==> src/rtl/jam_pkg.sv <==
// Shared types and helpers for the jam-mode lane scheduler and its benches.
// Latency: n/a (package only).
// Backpressure: n/a.
//
// Contents: scheduler state enum, lane-index width helper, and small
// invariant helpers (popcount / at-most-one-hot) used by checkers.
package jam_pkg;

  typedef enum logic [1:0] {
    IDLE  = 2'd0,
    GREEN = 2'd1,
    CLEAR = 2'd2
  } jam_state_t;

  // Width of a lane index; never narrower than one bit.
  function automatic int lane_w(input int n);
    return (n <= 2) ? 1 : $clog2(n);
  endfunction

  function automatic int unsigned popcnt(input logic [31:0] v);
    int unsigned c;
    c = 0;
    for (int i = 0; i < 32; i++) c += {31'd0, v[i]};
    return c;
  endfunction

  function automatic logic onehot0_ok(input logic [31:0] v);
    return popcnt(v) <= 1;
  endfunction

endpackage

==> src/rtl/rr_lane_picker.sv <==
// Round-robin lane picker: first set request bit at or after an offset, with wrap.
// Latency: combinational, zero cycles.
// Backpressure: none; pure function of its inputs.
//
// Ports:
//   req    in   NUM_LANES  request vector, bit i = lane i
//   offset in   LW         first lane index to consider
//   found  out  1          any request bit set
//   idx    out  LW         index of the selected lane (0 when !found)
module rr_lane_picker
  import jam_pkg::*;
#(
  parameter int NUM_LANES = 4,
  parameter int LW        = lane_w(NUM_LANES)
) (
  input  logic [NUM_LANES-1:0] req,
  input  logic [LW-1:0]        offset,
  output logic                 found,
  output logic [LW-1:0]        idx
);

  // Walk the distances from farthest to nearest so the nearest set lane
  // is the last one written and therefore wins.
  always_comb begin
    int j;
    found = 1'b0;
    idx   = '0;
    j     = 0;
    for (int i = NUM_LANES - 1; i >= 0; i--) begin
      j = int'(offset) + i;
      if (j >= NUM_LANES) j = j - NUM_LANES;
      if (req[j]) begin
        found = 1'b1;
        idx   = LW'(j);
      end
    end
  end

endmodule

==> src/rtl/jam_rr_scheduler.sv <==
// Round-robin jam-mode lane scheduler with min/max green timing and all-red clearance.
// Latency: grant visible one cycle after jam_start is sampled; all outputs registered.
// Backpressure: none; jam_rotation before minimum green is dropped, not queued.
//
// Ports:
//   clk, rst      clock and synchronous active-high reset
//   jam_op_en     jam mode enable; low forces IDLE
//   jam_start     pulse, starts scheduling from IDLE
//   jam_rotation  rotation request from the top-level FSM
//   traffic_jam   per-lane jam flags
//   allow_jam     one-hot green grant, or zero
//   cur_lane      last/current granted lane
//   grant_vld     high while GREEN
//   grant_chg     pulse on the first GREEN cycle of each grant
module jam_rr_scheduler
  import jam_pkg::*;
#(
  parameter int NUM_LANES = 4,
  parameter int TMR_W     = 8,
  parameter int MIN_GREEN = 4,
  parameter int MAX_GREEN = 32,
  parameter int CLEAR_CYC = 2,
  parameter int LW        = lane_w(NUM_LANES)
) (
  input  logic                 clk,
  input  logic                 rst,
  input  logic                 jam_op_en,
  input  logic                 jam_start,
  input  logic                 jam_rotation,
  input  logic [NUM_LANES-1:0] traffic_jam,
  output logic [NUM_LANES-1:0] allow_jam,
  output logic [LW-1:0]        cur_lane,
  output logic                 grant_vld,
  output logic                 grant_chg
);

  localparam logic [TMR_W-1:0] MIN_T = TMR_W'(MIN_GREEN - 1);
  localparam logic [TMR_W-1:0] MAX_T = TMR_W'(MAX_GREEN - 1);
  localparam logic [TMR_W-1:0] CLR_T = TMR_W'(CLEAR_CYC - 1);
  localparam logic [LW-1:0]    LAST  = LW'(NUM_LANES - 1);

  jam_state_t           state_q, state_d;
  logic [TMR_W-1:0]     timer_q, timer_d;
  logic [LW-1:0]        cur_d;
  logic [NUM_LANES-1:0] allow_d;
  logic                 vld_d, chg_d;

  logic [LW-1:0]        pick_off;
  logic                 pick_found;
  logic [LW-1:0]        pick_idx;
  logic                 min_met;
  logic                 green_exit;

  // IDLE searches from lane 0; CLEAR searches from the lane after the
  // current one so the current lane is considered last.
  assign pick_off = (state_q == CLEAR) ? ((cur_lane == LAST) ? '0 : cur_lane + LW'(1)) : '0;

  rr_lane_picker #(
    .NUM_LANES (NUM_LANES),
    .LW        (LW)
  ) u_picker (
    .req    (traffic_jam),
    .offset (pick_off),
    .found  (pick_found),
    .idx    (pick_idx)
  );

  assign min_met    = (timer_q >= MIN_T);
  assign green_exit = (jam_rotation && min_met) || (timer_q == MAX_T) ||
                      (!traffic_jam[cur_lane] && min_met);

  always_comb begin
    state_d = state_q;
    timer_d = timer_q;
    cur_d   = cur_lane;
    allow_d = allow_jam;
    vld_d   = grant_vld;
    chg_d   = 1'b0;

    case (state_q)
      IDLE: begin
        if (jam_start && pick_found) begin
          state_d = GREEN;
          timer_d = '0;
          cur_d   = pick_idx;
          allow_d = {{(NUM_LANES-1){1'b0}}, 1'b1} << pick_idx;
          vld_d   = 1'b1;
          chg_d   = 1'b1;
        end
      end
      GREEN: begin
        timer_d = (timer_q == MAX_T) ? timer_q : timer_q + TMR_W'(1);
        if (green_exit) begin
          state_d = CLEAR;
          timer_d = '0;
          allow_d = '0;
          vld_d   = 1'b0;
        end
      end
      CLEAR: begin
        if (timer_q == CLR_T) begin
          timer_d = '0;
          if (pick_found) begin
            state_d = GREEN;
            cur_d   = pick_idx;
            allow_d = {{(NUM_LANES-1){1'b0}}, 1'b1} << pick_idx;
            vld_d   = 1'b1;
            chg_d   = 1'b1;
          end else begin
            state_d = IDLE;
          end
        end else begin
          timer_d = timer_q + TMR_W'(1);
        end
      end
      default: begin
        state_d = IDLE;
        timer_d = '0;
        allow_d = '0;
        vld_d   = 1'b0;
      end
    endcase

    if (!jam_op_en) begin
      state_d = IDLE;
      timer_d = '0;
      cur_d   = '0;
      allow_d = '0;
      vld_d   = 1'b0;
      chg_d   = 1'b0;
    end
  end

  always_ff @(posedge clk) begin
    if (rst) begin
      state_q   <= IDLE;
      timer_q   <= '0;
      cur_lane  <= '0;
      allow_jam <= '0;
      grant_vld <= 1'b0;
      grant_chg <= 1'b0;
    end else begin
      state_q   <= state_d;
      timer_q   <= timer_d;
      cur_lane  <= cur_d;
      allow_jam <= allow_d;
      grant_vld <= vld_d;
      grant_chg <= chg_d;
    end
  end

endmodule

==> config.mk <==
export PLATFORM = sky130hd
export DESIGN_NAME = jam_rr_scheduler
export DESIGN_NICKNAME = d
export VERILOG_FILES = /design/src/rtl/jam_pkg.sv /design/src/rtl/rr_lane_picker.sv /design/src/rtl/jam_rr_scheduler.sv
export SDC_FILE = /design/constraint.sdc
export NUM_CORES = 1
export LEC_CHECK = 0
export CORE_MARGIN = 2
export CORE_UTILIZATION = 49
export CTS_CLUSTER_DIAMETER = 150
export DETAILED_ROUTE_END_ITERATION = 7
export GPL_TIMING_DRIVEN = 0
export PLACE_DENSITY = 0.83
export SLEW_MARGIN = 20
export SYNTH_ARGS = -nofsm -noshare
export SYNTH_HDL_FRONTEND = slang
export SYNTH_SLANG_ARGS = --single-unit
export TNS_END_PERCENT = 1
==> constraint.sdc <==
create_clock -name clk -period 2.32 [get_ports clk]
set_input_delay 0.232 -clock clk [delete_from_list [all_inputs] [get_ports clk]]
set_output_delay 0.232 -clock clk [all_outputs]
set_load 0.02 [all_outputs]
==> impl_metrics.py <==
metrics = {
    "timing": {
        "timing.final.max_slew_violations": 0,
        "report.final.setup_viol": 0,
        "worst_slew_margin_rel_pct": 64.4,
        "worst-slew-pin-transition_ns": 0.528,
        "timing.fmax_ghz": 0.454,
        "skew_ns": 0.00823,
        "timing_hold_violations_final": 0,
        "layout_setup_ws_ns": 0.115,
        "min_period_ns": 2.21,
        "finalCritPeriodShare_pct": 95.0,
    },
    "placement": {
        "dp.final_hpwl_um": 2110,
        "finalWeightedCongestion": 0.819,
        "buffer_ports.inserted": 14,
        "area_after_dpl_sq_um": 1440,
        "dpl_worst_slack_ns": -0.0204,
    },
    "yosys": {
        "synth_seq_cells": 18,
        "number_of_flops_mapped_to_enable_cells_by_yosys": 0,
        "syn-cell-area_sq_um": 1260,
        "seq_area_frac_synth_pct": 28.7,
        "synth_area_per_cell_sq_um": 8.50,
        "instance_count_of_the_mapped_netlist": 148,
        "yosys_most_used_dff": "sky130_fd_sc_hd__dfxtp_1",
        "synth_async_sr_flop_share_pct": 0,
        "syn_nets": 164,
        "yosysWarnings": 0,
        "synth_cell_type_count": 53,
    },
    "power": {
        "power-per-cell-area_nw_per_um2": 445,
        "worst_ir_drop_vdd_uv": 405,
        "totalPowerFinal_uw": 681,
        "total_leakage_power_uw": 0.000557,
    },
    "floorplanning": {
        "initial_core_util_pct": 51.2,
        "rows": 18,
        "die_height_um": 54.7,
        "die_w_um": 54.7,
        "fp.dieArea_sq_um": 2990,
        "floorplan.core_area_sq_um": 2450,
        "io_pins": 17,
    },
    "worst_setup_path": {
        "timing.critical_path.fanout_max": 7,
        "crit_path_launch_type": "flop",
        "path_class": "reg2reg",
        "worst-endpoint-arrival_ns": 2.43,
        "worstPathRequired_ns": 2.55,
        "timing.critical_path.to_type": "flop",
    },
    "routing": {
        "drt_first_iter_violations": 26,
        "vias": 1188,
        "route.antenna.remaining_nets": 0,
        "detail_route.wl_per_cell_um": 14.0,
        "remaining_drc_errors": 0,
        "drtPass1Iterations": 4,
        "totalWireLength_um": 2780,
        "avgViaCountPerCell": 6.00,
    },
    "grt": {
        "grt.total_usage_pct": 20.9,
        "global_route_wire_length_before_repair_um": 4550,
        "grt_start_max_net_pins": 11,
        "grt-ovfl-total": 0,
        "via_count_of_the_first_global_routing_pass": 1166,
        "grt_antenna_before_repair": 0,
    },
    "worst_hold_path": {
        "holdCritPathClass": "in2reg",
    },
    "clock_tree": {
        "worstSkewPairLatency_ns": 0.30,
        "cts_tree": "built",
        "ctsHoldBuffers": 0,
        "cts_htree_levels": 1,
        "tritoncts_num_sinks": 18,
        "cts-buffers-inserted": 3,
        "clkTransAtPathRegs_ns": 0.09,
        "cts_max_path_buffers": 2,
        "cts_root_buf": "sky130_fd_sc_hd__clkbuf_4",
    },
    "layout": {
        "flow.area_growth_from_synthesis_pct": 21.8,
        "post_route_cells_drive_above_1_share_pct": 23.8,
        "multi_input_gate_area_in_the_final_layout_sq_um": 866,
        "final_net_count": 185,
        "post-route-cell-area_sq_um": 1530,
        "utilization_pct": 62.4,
        "seq_area_sq_um": 368,
        "antenna_cells_inserted": 0,
        "fill_cells": 203,
    },
    "run": {
        "max-cap-violations": 0,
    },
    "outcome": {
        "run_status": "complete, no violations",
    },
}
[metrics by stage]
stage	hold WS (ns)	cells	TNS, ns
finish	0.368	198	0
global route	0.396	198	-0.00858
CTS	0.353	196	0
detailed placement	0.455	192	-0.0332
global placement	0.451	192	0
floorplan	0.418	148	0
[metal layers]
| layer | share of wire, % | GRT usage [%] | vias up | wire length, um |
|---|---|---|---|---|
| met5 | 0 | 0 | - | 0 |
| met3 | 3.4 | 1.91 | 4 | 94 |
| li1 | - | - | 579 | - |
| met2 | 55 | 40.3 | 23 | 1540 |
| met4 | 1.0 | 12.1 | 0 | 29 |
| met1 | 40 | 21.3 | 582 | 1120 |
[final timing paths]
| path | from | endpoint | slack (ns) | cells past startpoint |
|---|---|---|---|---|
| max | cur_lane[0] | allow_jam[1] | 0.11 | 7 |
| min | traffic_jam[3] | allow_jam[0] | 0.37 | 4 |
| max reg2reg | cur_lane[0] | allow_jam[1] | 0.11 | 7 |
| min reg2reg | allow_jam[0] | allow_jam[0] | 0.47 | 1 |
[state kept, by name, indices dropped and copies added, names as in the netlist]
| name | cells |
|---|---|
| allow_jam | 4 |
| grant_vld | 1 |
| timer_q | 8 |
| cur_lane | 2 |
| state_q | 2 |
| grant_chg | 1 |
[timing repair]
item / CTS / global route
pin swaps: 0 / 1
endpoints found under the setup margin: 3 / 5
setup buffers: 0 / 2
resized for setup: 2 / 10
[layout by cell type (no fill, tap or decap), types with 5 or more instances in the layout]
cell,instances
sky130_fd_sc_hd__a21oi_1,7
sky130_fd_sc_hd__clkdlybuf4s50_1,14
sky130_fd_sc_hd__dfxtp_1,16
sky130_fd_sc_hd__ha_1,5
sky130_fd_sc_hd__inv_1,7
sky130_fd_sc_hd__nand2_1,7
sky130_fd_sc_hd__nand3_1,6
sky130_fd_sc_hd__nor2_1,16
sky130_fd_sc_hd__nor3_1,6
sky130_fd_sc_hd__o21ai_0,5
[cell type report]
cell class / count / area share, %
multi-input combinational: 117 / 56.5
tap: 30 / 2.45
buffer: 5 / 2.53
inverter: 8 / 1.96
clock buffer: 4 / 2.37
sequential: 18 / 24.0
timing repair buffer: 16 / 10.1
[cell families (layout without fill, tap and decap cells)]
kind of cell	count (synthesis)	after routing	share of synthesized area [%]
AO/OA/AOI/OAI	41	41	24.8
XOR/XNOR	6	6	4.18
adder cells (fa/ha/maj)	7	7	6.96
buffers and inverters	13	33	5.47
flip-flops	18	18	28.7
multiplexers	4	4	3.38
AND/OR/NAND/NOR	59	59	26.6
[worst max-delay path: stages (launching register included)]
cell and delay, ns:
sky130_fd_sc_hd__dfxtp_4 0.38, sky130_fd_sc_hd__ha_4 0.27, sky130_fd_sc_hd__or4_4 0.51, sky130_fd_sc_hd__o21ai_2 0.09
sky130_fd_sc_hd__a221oi_2 0.10, sky130_fd_sc_hd__o2111ai_2 0.24, sky130_fd_sc_hd__or3b_4 0.41, sky130_fd_sc_hd__o2bb2ai_1 0.13
[cells in the mapped netlist, types with 2 or more instances]
master	count	area [sq um]
sky130_fd_sc_hd__dfxtp_1	18	360
sky130_fd_sc_hd__nor2_1	17	63.8
sky130_fd_sc_hd__inv_1	8	30.0
sky130_fd_sc_hd__a21oi_1	7	35.0
sky130_fd_sc_hd__ha_1	7	87.6
sky130_fd_sc_hd__nand2_1	7	26.3
sky130_fd_sc_hd__nand3_1	6	30.0
sky130_fd_sc_hd__nor3_1	6	30.0
sky130_fd_sc_hd__o21ai_0	5	25.0
sky130_fd_sc_hd__o21ai_2	4	35.0
sky130_fd_sc_hd__nor4_1	3	18.8
sky130_fd_sc_hd__o31ai_1	3	22.5
sky130_fd_sc_hd__or2b_2	3	26.3
sky130_fd_sc_hd__xnor2_1	3	26.3
sky130_fd_sc_hd__xor2_1	3	26.3
sky130_fd_sc_hd__a211oi_1	2	15.0
sky130_fd_sc_hd__a22o_1	2	17.5
sky130_fd_sc_hd__a22oi_1	2	15.0
sky130_fd_sc_hd__and2_1	2	12.5
sky130_fd_sc_hd__and3_1	2	12.5
sky130_fd_sc_hd__buf_4	2	15.0
sky130_fd_sc_hd__mux2_2	2	22.5
sky130_fd_sc_hd__mux2i_1	2	20.0
sky130_fd_sc_hd__nor2b_1	2	12.5
sky130_fd_sc_hd__o2bb2ai_1	2	17.5
[where the power goes]
part           leakage, uW  internal, uW  switching, uW  total [uW]
logic             0.000389          78.6           85.5         164
registers         0.000147           316           8.34         324
clock network    0.0000210          95.7           96.9         193
No activity file was read; power rests on OpenSTA's default activity.
